--- config.mk ---
export PLATFORM = sky130hd
export DESIGN_NAME = bg_sprite_rom
export DESIGN_NICKNAME = d
export VERILOG_FILES = /design/src/rtl/bg_sprite_pkg.sv /design/src/rtl/bg_sprite_lut.sv /design/src/rtl/bg_sprite_rom.sv
export SDC_FILE = /design/constraint.sdc
export NUM_CORES = 1
export LEC_CHECK = 0
export CORE_MARGIN = 4
export CORE_UTILIZATION = 30
export DETAILED_ROUTE_END_ITERATION = 10
export GPL_TIMING_DRIVEN = 0
export PLACE_DENSITY = 0.57
export SYNTH_ARGS = -nofsm -noshare
export SYNTH_HDL_FRONTEND = slang
export SYNTH_HIERARCHICAL = 1
export SYNTH_SLANG_ARGS = --single-unit
--- constraint.sdc ---
create_clock -name clk -period 3.5 [get_ports clk]
set_input_delay 0.7 -clock clk [delete_from_list [all_inputs] [get_ports clk]]
set_output_delay 0.7 -clock clk [all_outputs]
set_load 0.005 [all_outputs]
--- src/rtl/bg_sprite_pkg.sv ---
// Background sprite ROM: default geometry, bitmap tables and field-width helpers.
package bg_sprite_pkg;

    // Geometry and population of the built-in bitmap table
    localparam int DEF_SPR_W   = 8;
    localparam int DEF_SPR_H   = 8;
    localparam int DEF_SPRITES = 2;
    localparam int DEF_FRAMES  = 2;

    // One sprite row; bit 0 is pixel x=0
    typedef logic [DEF_SPR_W-1:0] row_t;

    // Bitmap indexed [sprite][frame][row]
    localparam row_t BITMAP [DEF_SPRITES][DEF_FRAMES][DEF_SPR_H] = '{
        // sprite 0: cloud; frame 1 is frame 0 rotated right by one bit (drift)
        '{ '{8'h00, 8'h00, 8'hCC, 8'h1E, 8'h6B, 8'hC1, 8'hFF, 8'h66},
           '{8'h00, 8'h00, 8'h66, 8'h0F, 8'hB5, 8'hE0, 8'hFF, 8'h33} },
        // sprite 1: bird, wing-up then wing-down
        '{ '{8'h10, 8'h18, 8'h1C, 8'hFE, 8'h7F, 8'h0C, 8'h00, 8'h00},
           '{8'h00, 8'h00, 8'h0C, 8'hFE, 8'h7F, 8'h1C, 8'h18, 8'h10} }
    };

    // Width of an index field able to address n items (never narrower than 1)
    function automatic int fld_w(input int n);
        return (n > 1) ? $clog2(n) : 1;
    endfunction

    // Width of the x or y field of the pixel counter for a power-of-2 extent
    function automatic int coord_w(input int extent);
        return $clog2(extent);
    endfunction

endpackage

--- src/rtl/bg_sprite_lut.sv ---
// Combinational pixel lookup into the constant bitmap table.
module bg_sprite_lut
    import bg_sprite_pkg::*;
#(
    parameter int SPR_W       = 8,
    parameter int SPR_H       = 8,
    parameter int NUM_SPRITES = 2,
    parameter int NUM_FRAMES  = 2,
    localparam int XW = coord_w(SPR_W),
    localparam int YW = coord_w(SPR_H),
    localparam int SW = fld_w(NUM_SPRITES),
    localparam int FW = fld_w(NUM_FRAMES)
) (
    input  logic [SW-1:0] sprite,
    input  logic [FW-1:0] frame,
    input  logic [YW-1:0] y,
    input  logic [XW-1:0] x,
    output logic          pixel
);

    // Mux over the table; anything outside the configured or stored range reads as background
    always_comb begin
        pixel = 1'b0;
        for (int s = 0; s < DEF_SPRITES; s++)
            for (int f = 0; f < DEF_FRAMES; f++)
                for (int r = 0; r < DEF_SPR_H; r++)
                    for (int b = 0; b < DEF_SPR_W; b++)
                        if (s < NUM_SPRITES && f < NUM_FRAMES &&
                            int'(sprite) == s && int'(frame) == f &&
                            int'(y) == r && int'(x) == b)
                            pixel = BITMAP[s][f][r][b];
    end

endmodule

--- src/rtl/bg_sprite_rom.sv ---
// Animated background sprite ROM: mirrored address decode, 1-cycle registered read,
// frame-tick divider and animation frame counter.
module bg_sprite_rom
    import bg_sprite_pkg::*;
#(
    parameter int SPR_W       = 8,
    parameter int SPR_H       = 8,
    parameter int NUM_SPRITES = 2,
    parameter int NUM_FRAMES  = 2,
    parameter int FRAME_DIV   = 4,
    localparam int XW = coord_w(SPR_W),
    localparam int YW = coord_w(SPR_H),
    localparam int SW = fld_w(NUM_SPRITES),
    localparam int FW = fld_w(NUM_FRAMES),
    localparam int DW = fld_w(FRAME_DIV)
) (
    input  logic             clk,
    input  logic             rst,
    input  logic [XW+YW-1:0] i_rom_counter,
    input  logic [SW-1:0]    i_sprite_sel,
    input  logic             i_req,
    input  logic             i_mirror,
    input  logic             i_anim_en,
    input  logic             i_frame_tick,
    output logic             o_sprite_color,
    output logic             o_valid,
    output logic [FW-1:0]    o_frame
);

    logic [XW-1:0] x_raw;
    logic [XW-1:0] x_eff;
    logic [YW-1:0] y;
    logic          pixel;
    logic [DW-1:0] div_cnt;
    logic          tick_q;

    assign x_raw = i_rom_counter[XW-1:0];
    assign y     = i_rom_counter[XW+YW-1:XW];
    // SPR_W is a power of 2, so SPR_W-1-x is just the bitwise complement
    assign x_eff = i_mirror ? ~x_raw : x_raw;
    assign tick_q = i_frame_tick & i_anim_en;

    bg_sprite_lut #(
        .SPR_W       (SPR_W),
        .SPR_H       (SPR_H),
        .NUM_SPRITES (NUM_SPRITES),
        .NUM_FRAMES  (NUM_FRAMES)
    ) u_lut (
        .sprite (i_sprite_sel),
        .frame  (o_frame),
        .y      (y),
        .x      (x_eff),
        .pixel  (pixel)
    );

    // Read pipeline: capture the pixel on a request, valid follows the request by one cycle
    always_ff @(posedge clk or posedge rst) begin
        if (rst) begin
            o_sprite_color <= 1'b0;
            o_valid        <= 1'b0;
        end else begin
            o_valid <= i_req;
            if (i_req)
                o_sprite_color <= pixel;
        end
    end

    // Tick divider and frame counter; both frozen while animation is disabled
    always_ff @(posedge clk or posedge rst) begin
        if (rst) begin
            div_cnt <= '0;
            o_frame <= '0;
        end else if (tick_q) begin
            if (div_cnt == DW'(FRAME_DIV - 1)) begin
                div_cnt <= '0;
                o_frame <= (o_frame == FW'(NUM_FRAMES - 1)) ? '0 : o_frame + 1'b1;
            end else begin
                div_cnt <= div_cnt + 1'b1;
            end
        end
    end

endmodule

Word level (Yosys, flattened, before mapping)
Cells that the tools add are included.
{"block": "word_totals", "register_bits": 5, "inputBits": 13, "output_inout_bits": 3}
{"block": "op_classes", "n_addsub": 2, "eq_ne": 15, "mux": 241, "bitwise": 4, "n_reduce_logical": 275}
{"cell": "$logic_and 1x1->1", "count": 272}
{"cell": "$mux 1", "count": 239}
{"cell": "$eq 3x3->1 const B", "count": 8}
{"cell": "$eq 3x2->1 const B", "count": 4}
{"cell": "$eq 3x1->1 const B", "count": 2}
{"cell": "$logic_not 3->1", "count": 2}
{"cell": "$mux 3", "count": 1}
{"cell": "$not 3->3", "count": 1}
{"cell": "$add 2x1->2 const B", "count": 1}
{"cell": "$eq 2x2->1 const B", "count": 1}
{"cell": "$mux 2", "count": 1}
{"cell": "$not 1->1", "count": 2}
{"cell": "$reduce_and 2->1", "count": 1}
{"cell": "$add 1x1->1 const B", "count": 1}
{"cell": "$and 1x1->1", "count": 1}

Logic depth before layout (Yosys ltp)
{"block": "logic_depth", "depth_word": 242, "ltp_mapped": 9, "depth_no_buf": 8}

Modules after synthesis
Netlist, hierarchy kept.
{"mod": "bg_sprite_lut", "n_inst": 1, "cells_per_inst": 71, "area_each_um2": 451.7}
{"mod": "bg_sprite_rom", "n_inst": 1, "cells_per_inst": 17, "area_each_um2": 232.7}

Worst setup path before layout
OpenSTA, ideal clock, no wires.
{"block": "synth_path", "path_kind": "input port to flip-flop", "start": "input port i_rom_counter[2]", "end": "register o_sprite_color", "setup_time_ns": 0.125, "arrival_ns": 2.098, "required_ns": 3.375, "path_slack_ns": 1.277, "stages": 9, "n_path_buf": 1, "path_cell_list": "xor2_1 buf_6 xnor2_1 a22oi_1 o2111ai_1 a22oi_1 a311oi_1 nand3_1 mux2_2"}
{"block": "synth_between", "elab_chain_cells": 242}
{"item": "from (decl)", "line": "bg_sprite_rom.sv:19", "rtl": "input logic [XW+YW-1:0] i_rom_counter,"}
{"item": "$not 3->3", "line": "bg_sprite_rom.sv:40", "rtl": "assign x_eff = i_mirror ? ~x_raw : x_raw;"}
{"item": "$mux 3 (*)", "line": "bg_sprite_rom.sv:40"}
{"item": "$eq 3x3->1"}
{"item": "$logic_and 1x1->1", "line": "bg_sprite_lut.sv:30", "rtl": "int'(y) == r && int'(x) == b)"}
{"item": "$mux 1 (237 in series)", "line": "bg_sprite_lut.sv:28", "rtl": "if (s < NUM_SPRITES && f < NUM_FRAMES &&"}
{"item": "$mux 1 (*)", "line": "bg_sprite_lut.sv:28"}
{"item": "named net pixel", "line": "bg_sprite_rom.sv:33", "rtl": "logic pixel;"}
{"item": "to (signal assigned)", "line": "bg_sprite_rom.sv:64", "rtl": "o_sprite_color <= pixel;"}
{"item": "to (decl)", "line": "bg_sprite_rom.sv:25", "rtl": "output logic o_sprite_color,"}
The timed path passes the listed nets; every way through them passes the cells marked *.
A chain may end at the register's enable or synchronous reset.

Worst setup path after layout
{"block": "layout_path", "start": "input port i_mirror", "end": "register o_sprite_color"}
{"block": "layout_between", "elab_chain_cells": 241}
{"item": "from (decl)", "line": "bg_sprite_rom.sv:22", "rtl": "input logic i_mirror,"}
{"item": "$mux 3 (*)", "line": "bg_sprite_rom.sv:40"}
{"item": "named net x_eff[2]", "line": "bg_sprite_rom.sv:31", "rtl": "logic [XW-1:0] x_eff;"}
{"item": "$eq 3x3->1"}
{"item": "$logic_and 1x1->1", "line": "bg_sprite_lut.sv:30"}
{"item": "$mux 1 (237 in series)", "line": "bg_sprite_lut.sv:28"}
{"item": "$mux 1 (*)", "line": "bg_sprite_lut.sv:28"}
{"item": "named net pixel", "line": "bg_sprite_rom.sv:33"}
Marked as above.

==> results.sh <==
export IMPL_peakVddDrop_uv=327.5
export IMPL_layout_commonest_cell="clkdlybuf4s50_1"
export IMPL_seq_power_share_pct=26.8
export IMPL_final_cell_mix="15 x clkdlybuf4s50_1, 7 x nor2_1, 6 x inv_1, 6 x o21ai_0"
export IMPL_ys_flop_type="dfrtp_1"
export IMPL_cts_resized_gates=0
export IMPL_core_um2=2191
export IMPL_synth_cells=88
export IMPL_pre_cts_ws_ps=464.8
export IMPL_insertion_delay_ps=240
export IMPL_n_antenna_cell=0
export IMPL_worstPathMaxFanout=10
export IMPL_dr_max_layer_used="met4"
export IMPL_cp_end_kind="flop"
export IMPL_worstReg2RegEnd="o_sprite_color$_DFFE_PP0P_"
export IMPL_wl_met2_um=837
export IMPL_cts_hold_buffers=0
export IMPL_slowest_delay_ps=540
export IMPL_final_nets=122
export IMPL_p_int_uw=236.0
export IMPL_grt_start_max_net_pins=11
export IMPL_synth_edf_count=0
export IMPL_finish_instance_area_um2=895.9
export IMPL_synth_warnings=6
export IMPL_drtIter0Drc=28
export IMPL_cap_viol_max_count=0
export IMPL_rows=17
export IMPL_start_kind="input port"
export IMPL_place_hpwl_um=1308
export IMPL_mappedNetlistNets=102
export IMPL_skew_ps=1.397
export IMPL_hold_viol_final=0
export IMPL_die_h_um=55.77
export IMPL_routed_via_density=5.578
export IMPL_fmax_mhz=356.8
export IMPL_grt_usage_pct=11.29
export IMPL_p_clk_share_pct=17.4
export IMPL_outcome="completed"
export IMPL_cts_setup_buffers=0
export IMPL_place_area_um2=869.6
export IMPL_arrival_ps=2920
export IMPL_grt_pass1_vias=694
export IMPL_slew_headroom_pct=74.25
export IMPL_reg2reg_depth=7
export IMPL_rsz0062_at_grt="no"
export IMPL_io_pins=16
export IMPL_cts_tree="built"
export IMPL_cp_cell_sequence="clkdlybuf4s50_1, xor2_1, buf_6, xnor2_1, a22oi_1, o2111ai_1, a22oi_1, a311oi_1, nand3_1, mux2_2"
export IMPL_syn_cell_area_um2=684.4
export IMPL_period_needed_ps=2802
export IMPL_syn_avg_cell_area_um2=7.777
export IMPL_yosys_area_top_type="dfrtp_1"
export IMPL_yosysUniqueCellTypes=38
export IMPL_ys_seq_area_share_pct=18.28
export IMPL_post_route_drc_count=0
export IMPL_grt_pass1_wl_um=2994
export IMPL_timing_rr_start="o_frame$_DFFE_PP0P_"
export IMPL_setup_tns_ps=0
export IMPL_setup_viol=0
export IMPL_tightest_slew_ps=384.9
export IMPL_overflow=0
export IMPL_crit_required_ps=3620
export IMPL_clkTransAtPathRegs_ps=40
export IMPL_cts_buffer_depth=2
export IMPL_synth_seq_cells=5
export IMPL_power_switching_uw=143.7
export IMPL_antenna_found_initial=0
export IMPL_swShare_pct=37.84
export IMPL_fin_ws_ps=697.6
export IMPL_fin_total_pwr_uw=379.6
export IMPL_start_util_pct=31.24
export IMPL_r2r_slack_ps=1690
export IMPL_wl_met1_um=777
export IMPL_clock_sinks=5
export IMPL_utilization_pct=40.89
export IMPL_drive_above_1_share_pct=15.89
export IMPL_wirelength_um=1761
export IMPL_worstHoldPathType="reg2reg"
export IMPL_yosys_top_cells_area="dfrtp_1 18%, buf_6 4.9%, o21ai_0 4.4%"
export IMPL_post_route_period_util_pct=80.07
export IMPL_area_delta_synth_final_pct=30.90
export IMPL_cts_root_buf="clkbuf_4"
export IMPL_cp_common_cell="a22oi_1"
export IMPL_cts_buffers=3
export IMPL_p_comb_share_pct=55.8
export IMPL_wl_met3_um=130
export IMPL_crit_slowest_cell="clkdlybuf4s50_1"
export IMPL_ant_nets=0
export IMPL_whs_path_depth=1
export IMPL_netlist_area_leader_share_pct=18.28
export IMPL_drv_slew=0
export IMPL_dieArea_um2=3110
export IMPL_via_count=753
export IMPL_power_density_nw_per_um2=423.8
export IMPL_routabilityCongestion=0.8717
export IMPL_routedWlPerCell_um=13.04
export IMPL_numPortBuffers=15
export IMPL_p_leak_uw=0.0003549
export IMPL_htreeDepth=1
export IMPL_dieWidth_um=55.77
export IMPL_worstHoldStart="o_sprite_color$_DFFE_PP0P_"
export IMPL_hold_path_endpoint="o_sprite_color$_DFFE_PP0P_"
export IMPL_crit_type="in2reg"
export IMPL_firstDrtPassIters=4
export IMPL_synthArstFlopShare_pct=100.0
## cell usage after synthesis, types with 2 or more instances
cell and count:
nor2_1 7, inv_1 6, o21ai_0 6, dfrtp_1 5
nand2_1 5, nor3_1 4, a21oi_1 3, buf_6 3
nand2b_1 3, o21ai_1 3, xnor2_1 3, xor2_1 3
a22oi_1 2, a311oi_1 2, a31oi_1 2, a32oi_1 2
buf_4 2, mux2_4 2, nand3_1 2, nor4_1 2
o21a_1 2, o22ai_1 2, o32ai_1 2
## power groups by stage
stage               registers (uW)  clock network [uW]  logic [uW]
finish                         102                66.2         212
global route                   106                74.2         233
CTS                            102                69.5         211
detailed placement             101                   0         209
global placement               101                   0         208
floorplan                     99.3                   0         141
## through the flow
stage                     hold WS, ps  instances
after floorplan                 478.5         88
after global placement          493.7        131
after detailed placement        499.4        131
after CTS                       510.1        135
after global routing            538.2        135
final                           507.1        135
## state kept, by name, indices dropped and copies added, names as in the netlist
register,cells
o_frame,1
div_cnt,2
o_sprite_color,1
o_valid,1
## cells by family (layout without fill, tap and decap cells)
kind of cell / after synthesis / in the layout / share of synthesized area [%]
AND/OR/NAND/NOR: 31 / 31 / 25.78
AO/OA/AOI/OAI: 30 / 30 / 29.25
buffers and inverters: 12 / 31 / 11.15
XOR/XNOR: 6 / 6 / 7.680
flip-flops: 5 / 5 / 18.28
multiplexers: 3 / 3 / 6.033
adder cells (fa/ha/maj): 1 / 1 / 1.828
## critical path: cells and delay by family
| kind | cells | cell delay [ps] |
|---|---|---|
| xor+xnor | 2 | 480 |
| simple gates | 1 | 110 |
| compound gates | 4 | 630 |
| mux | 1 | 260 |
| buf+inv | 2 | 740 |
## per-layer routing
metal  vias up  GRT usage (%)
met2        36          18.92
met5         -              0
met4         0          1.389
met3         2          3.248
li1        367              -
met1       348          14.71
## worst max-delay path by stage
| stage | start | to | slack (ps) | cells after the start |
|---|---|---|---|---|
| after floorplan | i_rom_counter[2] | o_sprite_color$_DFFE_PP0P_ | 1280 | 9 |
| after global placement | i_mirror | o_sprite_color$_DFFE_PP0P_ | 430 | 10 |
| after detailed placement | i_mirror | o_sprite_color$_DFFE_PP0P_ | 460 | 10 |
| after CTS | i_mirror | o_sprite_color$_DFFE_PP0P_ | 720 | 10 |
| after global routing | i_mirror | o_sprite_color$_DFFE_PP0P_ | 600 | 10 |
| final | i_mirror | o_sprite_color$_DFFE_PP0P_ | 700 | 10 |
## final cells by class
type	count	area (um2)
inverters	6	22.52
multi-input cells	71	483.0
fillers	228	1295
clock buffers	4	26.28
repair buffers	15	150.1
well taps	28	35.03
flip-flops and latches	5	125.1
plain buffers	6	53.80
No activity file was read; power rests on OpenSTA's default activity.
